`src/rtl/alu_op_sequencer_pkg.sv`:
```
// Shared types for the ALU operation sequencer: opcodes, FSM states and sizing helpers.
package alu_op_sequencer_pkg;

    localparam int unsigned DefaultWidth = 3;

    typedef enum logic [1:0] {
        OpAdd = 2'b00,
        OpSub = 2'b01,
        OpMul = 2'b10,
        OpNeg = 2'b11
    } op_e;

    typedef enum logic [2:0] {
        StIdle = 3'd0,
        StNeg  = 3'd1,
        StAdd  = 3'd2,
        StMul  = 3'd3,
        StDone = 3'd4
    } state_e;

    // Bit counter needs at least one bit even when WIDTH is 1.
    function automatic int unsigned cnt_width(input int unsigned w);
        return (w > 1) ? $clog2(w) : 1;
    endfunction

endpackage

```
`src/rtl/seq_adder_unit.sv`:
```
// Shared adder: computes x + y or x + ~y + carry_in; carry out is discarded.
module seq_adder_unit #(
    parameter int unsigned WIDTH = 6
) (
    input  logic [WIDTH-1:0] x,
    input  logic [WIDTH-1:0] y,
    input  logic             invert_y,
    input  logic             carry_in,
    output logic [WIDTH-1:0] sum
);

    logic [WIDTH-1:0] y_sel;

    always_comb begin
        y_sel = invert_y ? ~y : y;
        sum   = x + y_sel + WIDTH'(carry_in);
    end

endmodule

```
`src/rtl/alu_op_sequencer.sv`:
```
// Multi-cycle ADD/SUB/NEG/MUL controller sequencing a single shared 2*WIDTH-bit adder,
// with valid/ready handshakes on the request and result sides.
module alu_op_sequencer
    import alu_op_sequencer_pkg::*;
#(
    parameter int unsigned WIDTH = DefaultWidth
) (
    input  logic               clk,
    input  logic               rst_n,
    input  logic               in_valid,
    output logic               in_ready,
    input  logic [1:0]         op,
    input  logic [WIDTH-1:0]   a,
    input  logic [WIDTH-1:0]   b,
    output logic               out_valid,
    input  logic               out_ready,
    output logic [2*WIDTH-1:0] result,
    output logic               busy
);

    localparam int unsigned RW = 2 * WIDTH;
    localparam int unsigned CW = cnt_width(WIDTH);
    localparam logic [CW-1:0] CntLast = CW'(WIDTH - 1);

    state_e          state_q, state_d;
    op_e             op_q, op_d;
    logic [RW-1:0]   a_q, a_d;
    logic [RW-1:0]   b_q, b_d;
    logic [RW-1:0]   acc_q, acc_d;
    logic [CW-1:0]   cnt_q, cnt_d;

    logic [RW-1:0]   add_x;
    logic [RW-1:0]   add_y;
    logic            add_inv;
    logic            add_cin;
    logic [RW-1:0]   add_sum;

    seq_adder_unit #(
        .WIDTH (RW)
    ) u_adder (
        .x        (add_x),
        .y        (add_y),
        .invert_y (add_inv),
        .carry_in (add_cin),
        .sum      (add_sum)
    );

    // Operand muxes for the shared adder; MUL is the default path (acc + (a << i)).
    always_comb begin
        add_x   = acc_q;
        add_y   = a_q << cnt_q;
        add_inv = 1'b0;
        add_cin = 1'b0;
        unique case (state_q)
            StNeg: begin
                add_x   = '0;
                add_y   = b_q;
                add_inv = 1'b1;
                add_cin = 1'b1;
            end
            StAdd: begin
                add_x = a_q;
                add_y = b_q;
            end
            default: ;
        endcase
    end

    always_comb begin
        state_d = state_q;
        op_d    = op_q;
        a_d     = a_q;
        b_d     = b_q;
        acc_d   = acc_q;
        cnt_d   = cnt_q;
        unique case (state_q)
            StIdle: begin
                if (in_valid) begin
                    op_d  = op_e'(op);
                    a_d   = RW'(a);
                    b_d   = RW'(b);
                    acc_d = '0;
                    cnt_d = '0;
                    unique case (op_e'(op))
                        OpAdd:   state_d = StAdd;
                        OpMul:   state_d = StMul;
                        default: state_d = StNeg;
                    endcase
                end
            end
            StNeg: begin
                acc_d = add_sum;
                if (op_q == OpSub) begin
                    // SUB reuses the ADD step with the negated subtrahend.
                    b_d     = add_sum;
                    state_d = StAdd;
                end else begin
                    state_d = StDone;
                end
            end
            StAdd: begin
                acc_d   = add_sum;
                state_d = StDone;
            end
            StMul: begin
                if (b_q[cnt_q]) begin
                    acc_d = add_sum;
                end
                cnt_d = cnt_q + 1'b1;
                if (cnt_q == CntLast) begin
                    state_d = StDone;
                end
            end
            StDone: begin
                if (out_ready) begin
                    state_d = StIdle;
                end
            end
            default: state_d = StIdle;
        endcase
    end

    always_ff @(posedge clk) begin
        if (!rst_n) begin
            state_q <= StIdle;
            op_q    <= OpAdd;
            a_q     <= '0;
            b_q     <= '0;
            acc_q   <= '0;
            cnt_q   <= '0;
        end else begin
            state_q <= state_d;
            op_q    <= op_d;
            a_q     <= a_d;
            b_q     <= b_d;
            acc_q   <= acc_d;
            cnt_q   <= cnt_d;
        end
    end

    always_comb begin
        in_ready  = (state_q == StIdle);
        busy      = (state_q != StIdle);
        out_valid = (state_q == StDone);
        result    = acc_q;
    end

endmodule

```
`config.mk`:
```
export PLATFORM = sky130hd
export DESIGN_NAME = alu_op_sequencer
export DESIGN_NICKNAME = d
export VERILOG_FILES = /design/src/rtl/alu_op_sequencer_pkg.sv /design/src/rtl/seq_adder_unit.sv /design/src/rtl/alu_op_sequencer.sv
export SDC_FILE = /design/constraint.sdc
export NUM_CORES = 1
export LEC_CHECK = 0
export CAP_MARGIN = 15
export CORE_MARGIN = 2
export CORE_UTILIZATION = 55
export CTS_CLUSTER_SIZE = 10
export DETAILED_ROUTE_END_ITERATION = 8
export PLACE_DENSITY = 0.82
export RECOVER_POWER = 25
export SKIP_LAST_GASP = 1
export SLEW_MARGIN = 10
export SYNTH_ARGS = -nofsm -noshare
export SYNTH_HDL_FRONTEND = slang
export SYNTH_SLANG_ARGS = --single-unit
```
`constraint.sdc`:
```
create_clock -name clk -period 2.7 [get_ports clk]
set_input_delay 0.54 -clock clk [delete_from_list [all_inputs] [get_ports clk]]
set_output_delay 0.54 -clock clk [all_outputs]
set_load 0.02 [all_outputs]
```
==> results of run 1 <==
==> worst max-delay path by stage <==
stage,slack (ns),cells after the start,start,end
6_report,0.08,11,state_q[1]$_SDFFE_PN0P_,b_q[3]$_SDFFE_PN0P_
5_1_grt,-0.07,11,state_q[0]$_SDFFE_PN0P_,b_q[5]$_SDFFE_PN0P_
4_1_cts,0.006,12,state_q[1]$_SDFFE_PN0P_,b_q[4]$_SDFFE_PN0P_
3_5_place_dp,-0.005,12,state_q[2]$_SDFFE_PN0P_,b_q[3]$_SDFFE_PN0P_
3_3_place_gp,0.09,11,state_q[2]$_SDFFE_PN0P_,b_q[4]$_SDFFE_PN0P_
2_1_floorplan,0.18,10,state_q[0]$_SDFFE_PN0P_,b_q[4]$_SDFFE_PN0P_
==> final cells by class <==
| class | count | area [um^2] | share of cell area (%) |
|---|---|---|---|
| Clock buffer | 4 | 36.3 | 1.85 |
| Inverter | 9 | 33.8 | 1.72 |
| Multi-Input combinational cell | 164 | 1090 | 55.7 |
| Sequential cell | 22 | 450 | 23.0 |
| Tap cell | 31 | 38.8 | 1.98 |
| Timing Repair Buffer | 34 | 309 | 15.8 |
==> critical path, stage by stage, from the launching register on <==
cell and delay (ns):
dfxtp_4 0.39, o21ba_2 0.23, nand2_2 0.11, nor2_1 0.05, a31o_2 0.22, xnor2_1 0.12
ha_1 0.37, buf_4 0.14, nand3_1 0.09, o311ai_1 0.37, xnor2_1 0.25, o22ai_1 0.15
==> registers in the layout (all words and copies together) (netlist names) <==
signal,count
a_q,3
b_q,6
cnt_q,2
op_q,2
result,6
state_q,3
==> through the flow <==
stage	cell area, um^2	power [mW]	cells	utilization, %
after global routing	1960	2.67	264	71.1
final	1960	2.48	264	71.1
after global placement	1870	2.13	259	67.7
after detailed placement	1870	2.17	259	67.7
after CTS	1910	2.37	263	69.1
after floorplan	1590	1.62	207	-
==> Yosys cell counts (4+ instances only) <==
cell | count | share of area [%]
a21boi_0 | 5 | 2.4
a21oi_1 | 18 | 5.7
a22o_1 | 4 | 2.2
buf_2 | 6 | 1.9
dfxtp_1 | 22 | 28
ha_1 | 5 | 3.9
inv_1 | 9 | 2.1
nand2_1 | 30 | 7.1
nand3_1 | 4 | 1.3
nor2_1 | 14 | 3.3
nor2b_1 | 7 | 2.8
nor3_1 | 4 | 1.3
o21ai_0 | 8 | 2.5
o22ai_1 | 4 | 1.6
==> report_power, final <==
part,internal (mW),switching (mW)
Clock,0.0826,0.101
Combinational,0.774,0.976
Sequential,0.425,0.122
Total,1.28,1.20
==> cells by family after synthesis <==
logic type	Yosys count	share of synthesized area, %
xor+xnor	5	2.75
mux	2	2.12
fa+ha+maj	6	5.19
flops	22	27.7
simple gates	84	27.0
buf+inv	21	5.90
compound gates	67	29.4
==> layer usage <==
layer / track usage [%] / vias to the layer above / wire length, um
li1: - / 801 / -
met1: 37.5 / 781 / 1960
met2: 46.9 / 57 / 2160
met3: 4.69 / 6 / 277
met4: 10.6 / 0 / 64
met5: 0 / - / 0
==> timing repair <==
item | CTS | global route
setup endpoints to repair | 1 | 8
pin swaps | 0 | 7
gates resized for setup | 1 | 14
setup buffers | 0 | 1
==> results.yml, run 1 <==
outcome:
  status: "completed"
detailed_routing:
  postRouteAntennaNets: 0
  drt_pass1_iterations: 5
  drc: 0
  via_per_inst: 6.23
  routed_wl_um: 4460
  wl_per_cell_um: 16.9
  vias: 1645
  drtIter0Drc: 105
worst_setup_path:
  crit_fanout: 8
  required_ns: 2.90
  worstRegToRegCells: 11
  r2r_slack_ns: 0.08
  r2r_end: "b_q[3]$_SDFFE_PN0P_"
  r2r_start: "state_q[1]$_SDFFE_PN0P_"
  cp-end-kind: "register"
  path_class: "reg2reg"
  arrival_ns: 2.82
  crit_path_start_kind: "register"
synth:
  async_reset_ff_share_pct: 0
  yosys_warnings: 0
  ys_seq_area_share_pct: 27.7
  syn_nets: 225
  avgSynthCellArea_um2: 7.69
  synth-main-ff-cell: "dfxtp_1"
  syn_area_mm2: 0.00159
  synth_cell_types: 53
  netlist_instances: 207
  synth_edf_count: 0
  ys_ff_latch: 22
die:
  fp.dieH_um: 57.8
  rows: 19
  coreArea_mm2: 0.00276
  initial_core_util_pct: 57.7
  dieArea_mm2: 0.00334
  ioPinCount: 21
  die_w_um: 57.8
layout:
  final_common_cell: "nand2_1"
  antenna_cells: 0
  most-common-layout-cells: "nand2_1, a21oi_1, dfxtp_1, clkdlybuf4s50_1, nor2_1"
  drive_gt1_share_pct: 15.9
  nFillCells: 218
  fin_nets: 252
  area_growth_syn_to_layout_pct: 23.3
timing:
  fmax_mhz: 381
  hold_ws_ns: 0.470
  period_share_pct: 97.2
  period_needed_ns: 2.62
  relSlewSlack_pct: 55.0
  fin_setup_tns_ns: 0
  finalWorstSetupSlack_ns: 0.0761
  hold_viol: 0
  finalSetupViolCount: 0
  worst_pin_slew_ns: 0.673
  maxSlewViolCount: 0
  finClkSkew_ns: 0.00276
job:
  drv_cap: 0
placement:
  place_hpwl_um: 3380
  port_buffers: 20
  post-place-ws_ns: -0.00475
  place_congestion: 0.919
clocking:
  cts_tree: "built"
  h-tree-depth: 1
  hold_buffers: 0
  root_buffer: "clkbuf_4"
  cts_max_path_buffers: 2
  clkTransAtPathRegs_ns: 0.12
  clock_latency_ns: 0.32
  clkSinkCount: 22
  cts_made_buffers: 3
power:
  p_leak_nw: 0.745
  peakVddDrop_mv: 0.908
  power.density_mw_per_mm2: 1260
grt:
  grt_pass1_vias: 1560
  grt_pass1_wl_um: 7250
  antenna_found_initial: 0
  grt_max_degree: 22
  gr-usage-all-layers_pct: 28.5
  overflow: 0
hold_path:
  min_path_type: "reg2reg"
  min-delay-start: "op_q[1]$_SDFFE_PN0P_"
  hold_end: "op_q[1]$_SDFFE_PN0P_"
  worstHoldPathCells: 2
(Power assumes the default switching activity.)
==> run 2: changes to the inputs <==
--- a/config.mk
+++ b/config.mk
@@ -17,3 +17,4 @@
 export SYNTH_ARGS = -nofsm -noshare
 export SYNTH_HDL_FRONTEND = slang
 export SYNTH_SLANG_ARGS = --single-unit
+export TNS_END_PERCENT = 50
==> constraint.sdc (replaced) <==
create_clock -name clk -period 2.7 [get_ports clk]
set_input_delay 0.81 -clock clk [delete_from_list [all_inputs] [get_ports clk]]
set_output_delay 0.81 -clock clk [all_outputs]
set_load 0.02 [all_outputs]
==> run 2 against run 1 <==
Effect of this change:
- critical path depth grew 1
- critical endpoint is now result[4]$_SDFFE_PN0P_
- sequential power shrank 1%
- combinational power is essentially flat
- largest power group unchanged
==> results.yml, run 2 (synthesized netlist as in run 1, its figures left out) <==
outcome:
  status: "completed"
clocking:
  cts_max_path_buffers: 2
  cts_tree: "built"
  clkTransAtPathRegs_ns: 0.11
  clock_latency_ns: 0.30
  clkSinkCount: 22
  root_buffer: "clkbuf_4"
  cts_made_buffers: 3
  h-tree-depth: 1
die:
  ioPinCount: 21
  fp.dieH_um: 57.8
  dieArea_mm2: 0.00334
  initial_core_util_pct: 57.7
  coreArea_mm2: 0.00276
  die_w_um: 57.8
  rows: 19
timing:
  worst_pin_slew_ns: 0.424
  period_share_pct: 96.1
  period_needed_ns: 2.59
  fin_setup_tns_ns: 0
  maxSlewViolCount: 0
  finClkSkew_ns: 0.00161
  hold_ws_ns: 0.476
  fmax_mhz: 386
  rsz0062_at_grt: "true"
  hold_viol: 0
  finalSetupViolCount: 0
  relSlewSlack_pct: 71.6
worst_setup_path:
  crit_top_cell: "nor2b_1"
  required_ns: 2.90
  worstRegToRegCells: 12
  cp-end-kind: "register"
  arrival_ns: 2.79
  r2r_end: "result[4]$_SDFFE_PN0P_"
  crit_fanout: 5
  cp_slowest_cell: "fa_1"
  path_cells: "buf_4 -> o21bai_2 -> nor2_1 -> or3_1 -> o21ai_1 -> inv_1 -> fa_1 -> nor2b_1 -> o21a_1 -> o21ai_0 -> a32oi_1 -> nor2b_1"
  path_class: "reg2reg"
  r2r_start: "state_q[1]$_SDFFE_PN0P_"
  crit_path_start_kind: "register"
  r2r_slack_ns: 0.11
  cp_top_family: "compound AO/OA/AOI/OAI gates"
  crit_buf_inv: 2
  cpPeakStageDelay_ns: 0.43
detailed_routing:
  via_per_inst: 6.31
  vias: 1679
  drt_pass1_iterations: 5
  drc: 0
  drtIter0Drc: 168
  postRouteAntennaNets: 0
  wl_per_cell_um: 16.2
  routed_wl_um: 4310
grt:
  gr-usage-all-layers_pct: 28.1
  grt_pass1_vias: 1506
  overflow: 0
  antenna_found_initial: 0
  grt_pass1_wl_um: 7130
  grt_max_degree: 15
placement:
  port_buffers: 20
  placed_cells: 260
  place_congestion: 0.921
  place_hpwl_um: 3410
  place_area_mm2: 0.00188
layout:
  most-common-layout-cells: "nand2_1, dfxtp_1, a21oi_1, clkdlybuf4s50_1, buf_4"
  fin_nets: 254
  antenna_cells: 0
  drive_gt1_share_pct: 14.9
  fin_cells: 266
  final_common_cell: "nand2_1"
  area_growth_syn_to_layout_pct: 23.0
  design_area_mm2: 0.00196
power:
  power.density_mw_per_mm2: 1270
  p_leak_nw: 0.748
  fin_total_pwr_mw: 2.48
  peakVddDrop_mv: 0.930
hold_path:
  min-delay-start: "op_q[1]$_SDFFE_PN0P_"
  hold_end: "op_q[1]$_SDFFE_PN0P_"
  worstHoldPathCells: 2
  min_path_type: "reg2reg"
job:
  drv_cap: 0
-- run 2: how the worst max path moves through the flow --
stage,endpoint,cells past startpoint,from,slack (ns)
6_report,result[4]$_SDFFE_PN0P_,12,state_q[1]$_SDFFE_PN0P_,0.11
5_1_grt,b_q[4]$_SDFFE_PN0P_,12,state_q[0]$_SDFFE_PN0P_,-0.03
4_1_cts,result[4]$_SDFFE_PN0P_,12,state_q[1]$_SDFFE_PN0P_,-0.01
3_5_place_dp,result[4]$_SDFFE_PN0P_,12,state_q[1]$_SDFFE_PN0P_,0.03
3_3_place_gp,b_q[4]$_SDFFE_PN0P_,11,state_q[2]$_SDFFE_PN0P_,0.08
2_1_floorplan,b_q[4]$_SDFFE_PN0P_,10,state_q[0]$_SDFFE_PN0P_,0.18
-- run 2: power breakdown --
part           internal (mW)  switching [mW]  leakage (nW)  total (mW)
combinational          0.795           0.972         0.546        1.77
clock                 0.0822          0.0929        0.0210       0.175
sequential             0.425           0.114         0.181       0.539
total                   1.30            1.18         0.748        2.48
-- run 2: worst register-to-register path, stage by stage, from the launching register on --
cell and delay [ns]:
dfxtp_4 0.38, buf_4 0.15, o21bai_2 0.15, nor2_1 0.10
or3_1 0.37, o21ai_1 0.12, inv_1 0.09, fa_1 0.43
nor2b_1 0.13, o21a_1 0.13, o21ai_0 0.14, a32oi_1 0.24
nor2b_1 0.07
-- run 2: cell type report --
cell class / instances / area [um^2]
Tap cell: 31 / 38.8
Multi-Input combinational cell: 164 / 1070
Inverter: 9 / 33.8
Fill cell: 224 / 801
Clock buffer: 4 / 36.3
Timing Repair Buffer: 36 / 324
Sequential cell: 22 / 449
-- run 2: layer usage --
layer,GRT usage [%],part of all wire [%],vias up
met5,0,0,-
met4,11.0,2.3,0
met3,3.35,8.2,10
met2,45.8,48,90
met1,38.2,42,770
li1,-,-,809
-- run 2: timing repair --
action                                  CTS  global route
pin swaps                                 0             2
buffers inserted                          0             2
endpoints found under the setup margin    1             9
hold buffers                              0             0
hold endpoints to repair                  0             0
gates resized for setup                   1             9
-- run 2: per-stage QoR --
stage	worst slack [ns]	utilization, %
after global routing	-0.0344	71.0
after floorplan	0.179	-
after global placement	0.0841	68.0
final	0.107	71.0
after CTS	-0.00977	69.6
after detailed placement	0.0296	68.0
